File: config.mk
export PLATFORM = sky130hd
export DESIGN_NAME = neo_spike_detector
export DESIGN_NICKNAME = d
export VERILOG_FILES = /design/src/rtl/neo_spike_detector.sv
export SDC_FILE = /design/constraint.sdc
export NUM_CORES = 1
export LEC_CHECK = 0
export ABC_AREA = 1
export BUFFER_PORTS_ARGS = -buffer_cell sky130_fd_sc_hd__buf_2
export CAP_MARGIN = 20
export CORE_MARGIN = 2
export CORE_UTILIZATION = 56
export DETAILED_ROUTE_END_ITERATION = 8
export PLACE_DENSITY = 0.85
export SYNTH_ARGS = -nofsm -noshare
export SYNTH_HDL_FRONTEND = slang
export SYNTH_SLANG_ARGS = --single-unit
File: constraint.sdc
create_clock -name Clk -period 2.15 [get_ports Clk]
set_input_delay 0.215 -clock Clk [delete_from_list [all_inputs] [get_ports Clk]]
set_output_delay 0.215 -clock Clk [all_outputs]
set_load 0.02 [all_outputs]
File: src/rtl/neo_spike_detector.sv
// NEO spike detector.
// Learns an adaptive threshold (K x mean of the first M clamped NEO samples).
// It then flags accepted samples above that threshold, with a refractory
// hold-off counted in accepted samples.
module neo_spike_detector #(
    parameter int N      = 8,
    parameter int M      = 8,
    parameter int K      = 4,
    parameter int REFRAC = 3
) (
    input  logic                    Clk,
    input  logic                    reset,
    input  logic                    neo_valid,
    output logic                    neo_ready,
    input  logic signed [N-1:0]     neo_data,
    input  logic [$clog2(M):0]      neo_addr,
    input  logic                    recal,
    output logic                    spike,
    output logic [$clog2(M):0]      spike_addr,
    output logic [N+$clog2(K):0]    thr,
    output logic                    thr_valid
);

    localparam int LG   = $clog2(M);
    localparam int ACCW = N + LG;
    localparam int THRW = N + $clog2(K) + 1;
    localparam int RW   = $clog2(REFRAC + 1) + 1;

    typedef enum logic [1:0] {
        CALIB,
        THRESH,
        DETECT
    } state_t;

    state_t            state;
    logic [ACCW-1:0]   acc;
    logic [LG:0]       cnt;
    logic [RW-1:0]     rcnt;

    logic              accept;
    logic [N-1:0]      clamped;
    logic [N-1:0]      mean;
    logic [THRW-1:0]   thr_next;
    logic [THRW-1:0]   data_ext;
    logic              trigger;

    // Datapath helpers: acceptance, clamping, mean/threshold and trigger test.
    always_comb begin
        accept   = neo_valid && neo_ready;
        clamped  = neo_data[N-1] ? '0 : neo_data;
        mean     = acc[ACCW-1:LG];
        thr_next = THRW'(mean) * THRW'(K);
        data_ext = {{(THRW-N){1'b0}}, neo_data};
        trigger  = !neo_data[N-1] && (neo_data != '0) && (data_ext > thr);
    end

    // Control FSM with registered outputs; recal overrides any acceptance.
    always_ff @(posedge Clk or negedge reset) begin
        if (!reset) begin
            state      <= CALIB;
            acc        <= '0;
            cnt        <= '0;
            rcnt       <= '0;
            spike      <= 1'b0;
            spike_addr <= '0;
            thr        <= '0;
            thr_valid  <= 1'b0;
            neo_ready  <= 1'b1;
        end else begin
            spike <= 1'b0;
            if (recal) begin
                state     <= CALIB;
                acc       <= '0;
                cnt       <= '0;
                rcnt      <= '0;
                thr_valid <= 1'b0;
                neo_ready <= 1'b1;
            end else begin
                case (state)
                    CALIB: begin
                        if (accept) begin
                            acc <= acc + ACCW'(clamped);
                            if (cnt == (LG+1)'(M - 1)) begin
                                state     <= THRESH;
                                neo_ready <= 1'b0;
                            end else begin
                                cnt <= cnt + 1'b1;
                            end
                        end
                    end
                    THRESH: begin
                        thr       <= thr_next;
                        acc       <= '0;
                        cnt       <= '0;
                        state     <= DETECT;
                        neo_ready <= 1'b1;
                        thr_valid <= 1'b1;
                    end
                    DETECT: begin
                        if (accept) begin
                            if (rcnt != '0) begin
                                rcnt <= rcnt - 1'b1;
                            end else if (trigger) begin
                                spike      <= 1'b1;
                                spike_addr <= neo_addr;
                                rcnt       <= RW'(REFRAC);
                            end
                        end
                    end
                    default: begin
                        state     <= CALIB;
                        neo_ready <= 1'b1;
                    end
                endcase
            end
        end
    end

endmodule

## Word-level counts from Yosys, hierarchy flattened

Index checks and enable logic that the tools add are counted.
Widths: inputs -> output; s select.

- Register bits: 35
- Input port bits: 16
- Output and inout port bits: 18
- Logic and storage cells: 68

- Add/sub/neg operators: 3
- Order comparisons: 1
- Eq/ne operators: 7
- Multiplexer cells: 28
- Bitwise operators: 2
- Reductions and logical operators: 18

Operator list:

| operator | count |
|---|---|
| $mux 11 | 2 |
| $pmux 11 s2 | 1 |
| $mux 3 | 5 |
| $mux 4 | 3 |
| $add 11x7->11 | 1 |
| $gt 8x10->1 | 1 |
| $mux 1 | 10 |
| $ne 3x3->1 const B | 3 |
| $reduce_and 3->1 | 3 |
| $reduce_bool 3->1 | 3 |
| $pmux 4 s2 | 1 |
| $reduce_bool 8->1 | 1 |
| $mux 7 | 1 |
| $mux 2 | 3 |
| $pmux 2 s3 | 1 |
| $reduce_bool 2->1 | 3 |
| $reduce_and 5->1 | 1 |
| $add 4x1->4 const B | 1 |
| $eq 4x3->1 const B | 1 |
| $reduce_and 2->1 | 2 |
| $logic_and 1x1->1 | 3 |
| $sub 3x1->3 const B | 1 |
| $eq 2x1->1 const B | 1 |
| $eq 2x2->1 const B | 1 |
| other kinds (5) | 6 |

## Longest topological paths before layout

Gate-level depths: netlist (run 1).

- Word-level depth: 8
- Gate-level depth with buffers: 14
- Mapped depth without buffers: 14

## Least setup slack after synthesis (run 1)

OpenSTA, ideal clock, no wires.

- Path kind: register to register
- Start: reg acc[0]
- End: reg acc[10]
- Setup time: 0.119 ns
- Arrival time: 1.491 ns
- Data required time: 2.031 ns
- Setup slack: 0.540 ns
- Stages on the path, launching flop included: 10
- Path buffers: 0
- Clock period less this slack: 1.610 ns
- Cell sequence: dfrtp_1 -> ha_1 -> inv_1 -> fa_1 -> o21ai_1 -> nand3_1 -> nand2_1 -> nand3_1 -> nand2_1 -> nor2_1

- Word-level cells in the longest chain between the ends: 4

RTL lines:

| element | line | RTL |
|---|---|---|
| start, declared | 36 | `logic [ACCW-1:0] acc;` |
| start signal, assigned | 82 | `acc <= acc + ACCW'(clamped);` |
| $add 11x7->11 | 82 |  |
| $mux 11 | 81 | `if (accept) begin` |
| $pmux 11 s2 | 79 | `case (state)` |
| $mux 11 | 71 | `if (recal) begin` |

No other way between the ends. The select of a mux whose other input is x is not followed.
A chain may end at the register's enable or synchronous reset.

## Worst setup path after layout (run 1)

Same ends and word-level chain as after synthesis.

==> results.cfg, run 1 <==
[timing]
max_transition_viols_final = 0
achievable-frequency_mhz = 553
timing.final.ws_setup_ns = 0.343
tightestPinTransition_ns = 0.772
timing.final.setup_violations = 0
max_slew_margin = 0.485
final_hold_viol_count = 4
grt_setup_unrepaired = no
layout_min_cycle_time_ns = 1.81
clock_skew_ns = 0.00505
totalNegativeSetupSlack_ns = 0
fin_worst_hold_slack_ns = -0.00272
fin_crit_sh = 0.841

[worst_setup_path]
path_cells = ha_1, inv_1, fa_1, o21ai_1, nand3_1, nand2_1, nand3_1, nand2_1, nor2_1
setup.worst_path.class = reg -> reg
crit_arrival_ns = 1.98
critPathTopFamily = adder cells
required_ns = 2.33
crit_slowest_cell = sky130_fd_sc_hd__fa_1
crit_path_max_fanout = 4
timing.critical_path.buf_inv = 1
critPathLaunchType = flop
critical_path.endpoint_type = flop
crit_path_max_incr_delay_ns = 0.40

[die]
core_area_um2 = 3630
die_x_um = 65.4
die_h_um = 65.4
die_area_um2 = 4270
initial_utilization = 0.580
placementRows = 22
ioPinCount = 34

[clocking]
cts_hold_buffers = 0
cts.path.max_buffers = 2
cts.repair_timing.setup_buffer_count = 0
cts.root.buffer_cell = sky130_fd_sc_hd__clkbuf_8
path_clk_slew_ns = 0.07
cts_tree = done
clock_sinks = 35
cts.htree.levels = 2
cts-buffers-inserted = 5
cts_repair_resize_count = 0
insertion_delay_ns = 0.29

[power_and_ir_drop]
total_leakage_power_nw = 1.31
max-vdd-ir-drop_mv = 0.327
power_density_nw_per_um2 = 730

[drt]
drt_first_pass_iters = 4
initialDrtViolationCount = 90
post-route-drc-count = 0
viasPerCell = 5.14
final_wl_mm = 4.32
route.detailed.wl_per_inst_um = 12.0
ant_nets = 0
vias = 1846

[yosys]
postSynthCellCount = 274
yosysUniqueCellTypes = 31
netlist_area_um2 = 2110
proportion_of_register_bits_with_asynchronous_set_or_reset_after_synthesis = 1.00
ys_warn_count = 0
synth_edf_count = 0
yosys_most_used_dff = sky130_fd_sc_hd__dfrtp_1
postSynthAreaPerCell_um2 = 7.69
synth_seq_cells = 35
ys_seq_area_frac = 0.416

[cells_and_area]
antenna_cells_inserted = 0
design.final.nets = 343
design_area_um2 = 2390
final_common_cell = sky130_fd_sc_hd__nand2_1
proportion_of_layout_cells_with_a_drive_suffix_above_1 = 0.158
layout_common_cells = 68 x sky130_fd_sc_hd__nand2_1, 49 x sky130_fd_sc_hd__inv_1, 34 x sky130_fd_sc_hd__dfrtp_1
layout-area-overhead-vs-synth_pct = 13.4
layout.core_utilization = 0.658
fillCellCount = 315

[placed_design]
detailed_place_hpwl_mm = 3.26
area_after_dpl_um2 = 2310
place_ws_ns = 0.232
port_buffers = 30
placer_s_final_routability_congestion_estimate = 0.856

[hold_path]
min_path_type = in -> async

[global_routing]
gr-usage-all-layers = 0.237
first_pass_grt_wire_length_mm = 7.69
initial_antenna_violation_count = 0
largest_net_degree_at_the_start_of_global_routing = 36
overall_overflow_remaining_after_global_route = 0
first_global_vias = 1821

[run_status]
failed_checks = hold timing
run_status = finished, violations left

[flow_run]
drv_cap = 0
==> logic make-up (layout without fill, tap and decap cells) <==
| kind of cell | after synthesis | in the layout | synth area share |
|---|---|---|---|
| other cells | 1 | 3 | 0.00178 |
| mux | 1 | 1 | 0.00534 |
| flops | 35 | 35 | 0.416 |
| xor+xnor | 4 | 4 | 0.0166 |
| fa+ha+maj | 17 | 17 | 0.104 |
| buf+inv | 55 | 90 | 0.104 |
| compound gates | 36 | 36 | 0.0950 |
| simple gates | 125 | 125 | 0.257 |
==> routing by layer <==
layer | track usage | up-vias | wire, um | part of all wire
met1 | 0.294 | 851 | 1900 | 0.44
li1 | - | 927 | - | -
met3 | 0.0377 | 14 | 242 | 0.056
met4 | 0.130 | 0 | 121 | 0.028
met2 | 0.394 | 54 | 2060 | 0.48
met5 | 0 | - | 0 | 0
==> cell usage after synthesis (all sizes together) (2+ instances only) <==
cell type	instances	area share
dfrtp	34	0.40
o21ai	14	0.033
xnor2	3	0.012
nand3	17	0.040
a211oi	2	0.0071
inv	51	0.091
buf	4	0.013
o22ai	5	0.015
nor3	3	0.0071
nor2	32	0.069
nand2	70	0.13
a21oi	12	0.028
ha	16	0.095
==> through the flow <==
| stage | power, mW | hold slack (ns) | instances |
|---|---|---|---|
| 2_1_floorplan | 1.15 | -0.0806 | 276 |
| 3_3_place_gp | 1.27 | 0.334 | 351 |
| 3_5_place_dp | 1.29 | 0.345 | 351 |
| 4_1_cts | 1.76 | 0.0284 | 359 |
| 5_1_grt | 1.87 | 0.0708 | 359 |
| 6_report | 1.75 | -0.00272 | 359 |
==> state kept, by name (all words and copies together), names as in the netlist <==
register    flops
state           2
thr             8
neo_ready       1
thr_valid       1
rcnt            3
cnt             4
acc            11
spike           1
spike_addr      4
==> where the power goes <==
group          internal (mW)  switching [mW]
sequential             0.747          0.0570
clock                  0.226           0.247
combinational          0.174           0.295
==> layout make-up <==
class	count	area [um^2]	area share
clock buffer	6	72.6	0.0304
clock inverter	2	12.5	0.00523
inverter	51	191	0.0801
multi-input combinational	186	1020	0.426
sequential	35	877	0.367
tap	48	60.1	0.0251
timing repair buffer	31	158	0.0659
==> path summary, 6_finish.rpt <==
path                                            from  depth (start not counted)  slack (ns)                   endpoint
max reg2reg                       acc[0]$_DFFE_PN0P_                          9        0.34        acc[10]$_DFFE_PN0P_
min reg2reg                spike_addr[2]$_DFFE_PN0P_                          2        0.48  spike_addr[2]$_DFFE_PN0P_
max                               acc[0]$_DFFE_PN0P_                          9        0.34        acc[10]$_DFFE_PN0P_
max in group asynchronous                      reset                          1        1.67       state[1]$_DFFE_PN0P_
min in group Clk                         neo_addr[3]                          3        0.16  spike_addr[3]$_DFFE_PN0P_
min                                            reset                          1      -0.003         thr[2]$_DFFE_PN0P_
Power figures use the tool's default switching activity.
==> run 2, diff against run 1 <==
ABC_AREA = 0   (was 1)
clock period = 1.68 ns   (was 2.15 ns; I/O delays follow)
==> results.cfg, run 2 <==
[timing]
final_hold_viol_count = 0
clock_skew_ns = 0.00897
grt_setup_unrepaired = yes
timing.final.setup_violations = 11
achievable-frequency_mhz = 488
fin_worst_hold_slack_ns = 0.0962
fin_crit_sh = 1.22
max_transition_viols_final = 0
layout_min_cycle_time_ns = 2.05
timing.final.ws_setup_ns = -0.368

[yosys]
yosysUniqueCellTypes = 48
synth_seq_cells = 35
postSynthAreaPerCell_um2 = 9.69
proportion_of_register_bits_with_asynchronous_set_or_reset_after_synthesis = 1.00
share_of_yosys_cell_area_claimed_by_the_top_area_cell_type = 0.410
yosys_most_used_dff = sky130_fd_sc_hd__dfrtp_1
postSynthCellCount = 214
synth_edf_count = 0
ys_seq_area_frac = 0.423
ys_top_cells_by_area = sky130_fd_sc_hd__dfrtp_1 41%, sky130_fd_sc_hd__ha_1 9.7%, sky130_fd_sc_hd__nor2_1 4.3%
netlist_area_um2 = 2070
synthTopCellsByCount = 34 x sky130_fd_sc_hd__dfrtp_1, 24 x sky130_fd_sc_hd__nor2_1, 16 x sky130_fd_sc_hd__ha_1, 16 x sky130_fd_sc_hd__o21ai_0
synth_area_leader_cell = sky130_fd_sc_hd__dfrtp_1
ys_warn_count = 0
yosysMostFrequentCell = sky130_fd_sc_hd__dfrtp_1

[cells_and_area]
layout.core_utilization = 0.820
largest_register = acc
largest_reg_flops = 11
reg_top3 = acc (11), thr (8)
design.final.nets = 324
layout-area-overhead-vs-synth_pct = 42.6
antenna_cells_inserted = 0
proportion_of_layout_cells_with_a_drive_suffix_above_1 = 0.445
final_common_cell = sky130_fd_sc_hd__buf_4
final_cell_count_no_fill = 340
layout_common_cells = 40 x sky130_fd_sc_hd__buf_4, 30 x sky130_fd_sc_hd__buf_2, 29 x sky130_fd_sc_hd__dfrtp_1

[global_routing]
largest_net_degree_at_the_start_of_global_routing = 36
initial_antenna_violation_count = 0
gr-usage-all-layers = 0.306
first_pass_grt_wire_length_mm = 9.64
first_global_vias = 2065
overall_overflow_remaining_after_global_route = 0

[drt]
initialDrtViolationCount = 134
post-route-drc-count = 0
drt_first_pass_iters = 4
vias = 2012
viasPerCell = 5.92
final_wl_mm = 6.28
ant_nets = 0
route.detailed.wl_per_inst_um = 18.5

[worst_setup_path]
setup.worst_path.class = reg -> reg
reg2regPathDepth = 8
crit_arrival_ns = 2.24
required_ns = 1.87
timing.critical_path.buf_inv = 1
path_cells = ha_4, inv_2, fa_2, nor2b_2, o31a_1, o21a_1, or3_1, a32o_1
critPathLaunchType = flop
crit_cells = 8
critical_path.endpoint_type = flop
crit_path_max_fanout = 2
crit_path_max_incr_delay_ns = 0.42
crit_slowest_cell = sky130_fd_sc_hd__dfrtp_1
critPathTopFamily = compound AO/OA/AOI/OAI gates

[power_and_ir_drop]
totalPowerFinal_mw = 1.98
max-vdd-ir-drop_mv = 0.649
total_leakage_power_nw = 1.43
power_density_nw_per_um2 = 669

[die]
placementRows = 22
die_x_um = 64.8
die_area_um2 = 4200
ioPinCount = 34
initial_utilization = 0.575
core_area_um2 = 3610
die_h_um = 64.8

[flow_run]
drv_cap = 0

[run_status]
failed_checks = setup timing
run_status = finished, violations left

[clocking]
cts-buffers-inserted = 5
cts_tree = done
cts.path.max_buffers = 2
clock_sinks = 35
path_clk_slew_ns = 0.08
cts.root.buffer_cell = sky130_fd_sc_hd__clkbuf_8
insertion_delay_ns = 0.30
cts.htree.levels = 2

[placed_design]
placer_s_final_routability_congestion_estimate = 0.870
port_buffers = 30
place_inst = 324
detailed_place_hpwl_mm = 3.85

[hold_path]
hold_path_depth = 2
min_path_type = in -> reg
run 2: cell count changes after synthesis, moves of 4 or more:
| cell | delta |
|---|---|
| sky130_fd_sc_hd__inv_1 | -34 |
| sky130_fd_sc_hd__nor2_1 | -4 |
| sky130_fd_sc_hd__mux2_2 | +4 |
| sky130_fd_sc_hd__nand3_1 | -15 |
| sky130_fd_sc_hd__nand2_1 | -53 |
| sky130_fd_sc_hd__xor2_1 | +4 |
| sky130_fd_sc_hd__nor2b_1 | +8 |
| sky130_fd_sc_hd__nand2b_1 | +4 |
| sky130_fd_sc_hd__o22ai_1 | -4 |
| sky130_fd_sc_hd__mux2_1 | +4 |
run 2: layer usage:
layer	track usage	wire length [um]
met1	0.342	2310
met2	0.557	3430
met3	0.0538	287
met4	0.146	252
met5	0	0
run 2: cell type report:
cell class              instances  area, um^2
fillers                       204         649
repair buffers                 73         483
well taps                      48        60.1
multi-input cells             161        1380
inverters                      15        56.3
clock buffers                   5        68.8
clock inverters                 3        25.0
flip-flops and latches         35         883
run 2: report_power, final:
| group | total [mW] | leakage [nW] | switching [mW] | internal [mW] |
|---|---|---|---|---|
| Sequential | 0.897 | 0.464 | 0.0239 | 0.873 |
| Combinational | 0.441 | 0.920 | 0.243 | 0.198 |
| Clock | 0.641 | 0.0443 | 0.345 | 0.296 |
run 2: metrics by stage:
step                      worst slack [ns]  TNS (ns)  cell area [um^2]
final                               -0.368     -2.01              2960
after global routing                -0.416     -2.84              2960
after CTS                           -0.285     -1.99              2820
after detailed placement            -0.303     -2.70              2560
after global placement              -0.274     -2.25              2560
after floorplan                     -0.261    -0.872              2120
run 2: worst register-to-register path: stages (launching register included):
cell	delay, ns
sky130_fd_sc_hd__dfrtp_1	0.42
sky130_fd_sc_hd__ha_4	0.18
sky130_fd_sc_hd__inv_2	0.05
sky130_fd_sc_hd__fa_2	0.21
sky130_fd_sc_hd__nor2b_2	0.05
sky130_fd_sc_hd__o31a_1	0.30
sky130_fd_sc_hd__o21a_1	0.21
sky130_fd_sc_hd__or3_1	0.30
sky130_fd_sc_hd__a32o_1	0.22
run 2: kinds of logic after synthesis:
| kind of cell | Yosys count | share of synthesized area |
|---|---|---|
| adders and majority gates | 17 | 0.106 |
| and+or+nand+nor | 76 | 0.189 |
| muxes | 10 | 0.0537 |
| other | 1 | 0.00181 |
| buffers and inverters | 20 | 0.0416 |
| DFF | 35 | 0.423 |
| xor gates and xnor gates | 6 | 0.0253 |
| AOI/OAI and AO/OA | 49 | 0.159 |
run 2: timing repair:
| action | 4_1_cts | 5_1_grt |
|---|---|---|
| endpoints found under the setup margin | 12 | 16 |
| resized for setup | 27 | 20 |
| pin swaps | 15 | 18 |
| hold endpoints to repair | 34 | 0 |
| hold buffers | 1 | 0 |
| setup buffers | 6 | 4 |
run 2: worst paths after layout:
path / startpoint / to / slack [ns]
worst min register to register: thr_valid$_DFFE_PN0P_ / thr_valid$_DFFE_PN0P_ / 0.51
max in group asynchronous: reset / neo_ready$_DFFE_PN1P_ / 0.90
worst max-delay path: acc[0]$_DFFE_PN0P_ / acc[6]$_DFFE_PN0P_ / -0.37
worst max register to register: acc[0]$_DFFE_PN0P_ / acc[6]$_DFFE_PN0P_ / -0.37
min in group asynchronous: reset / acc[5]$_DFFE_PN0P_ / 0.42
worst min-delay path: neo_addr[2] / spike_addr[2]$_DFFE_PN0P_ / 0.1
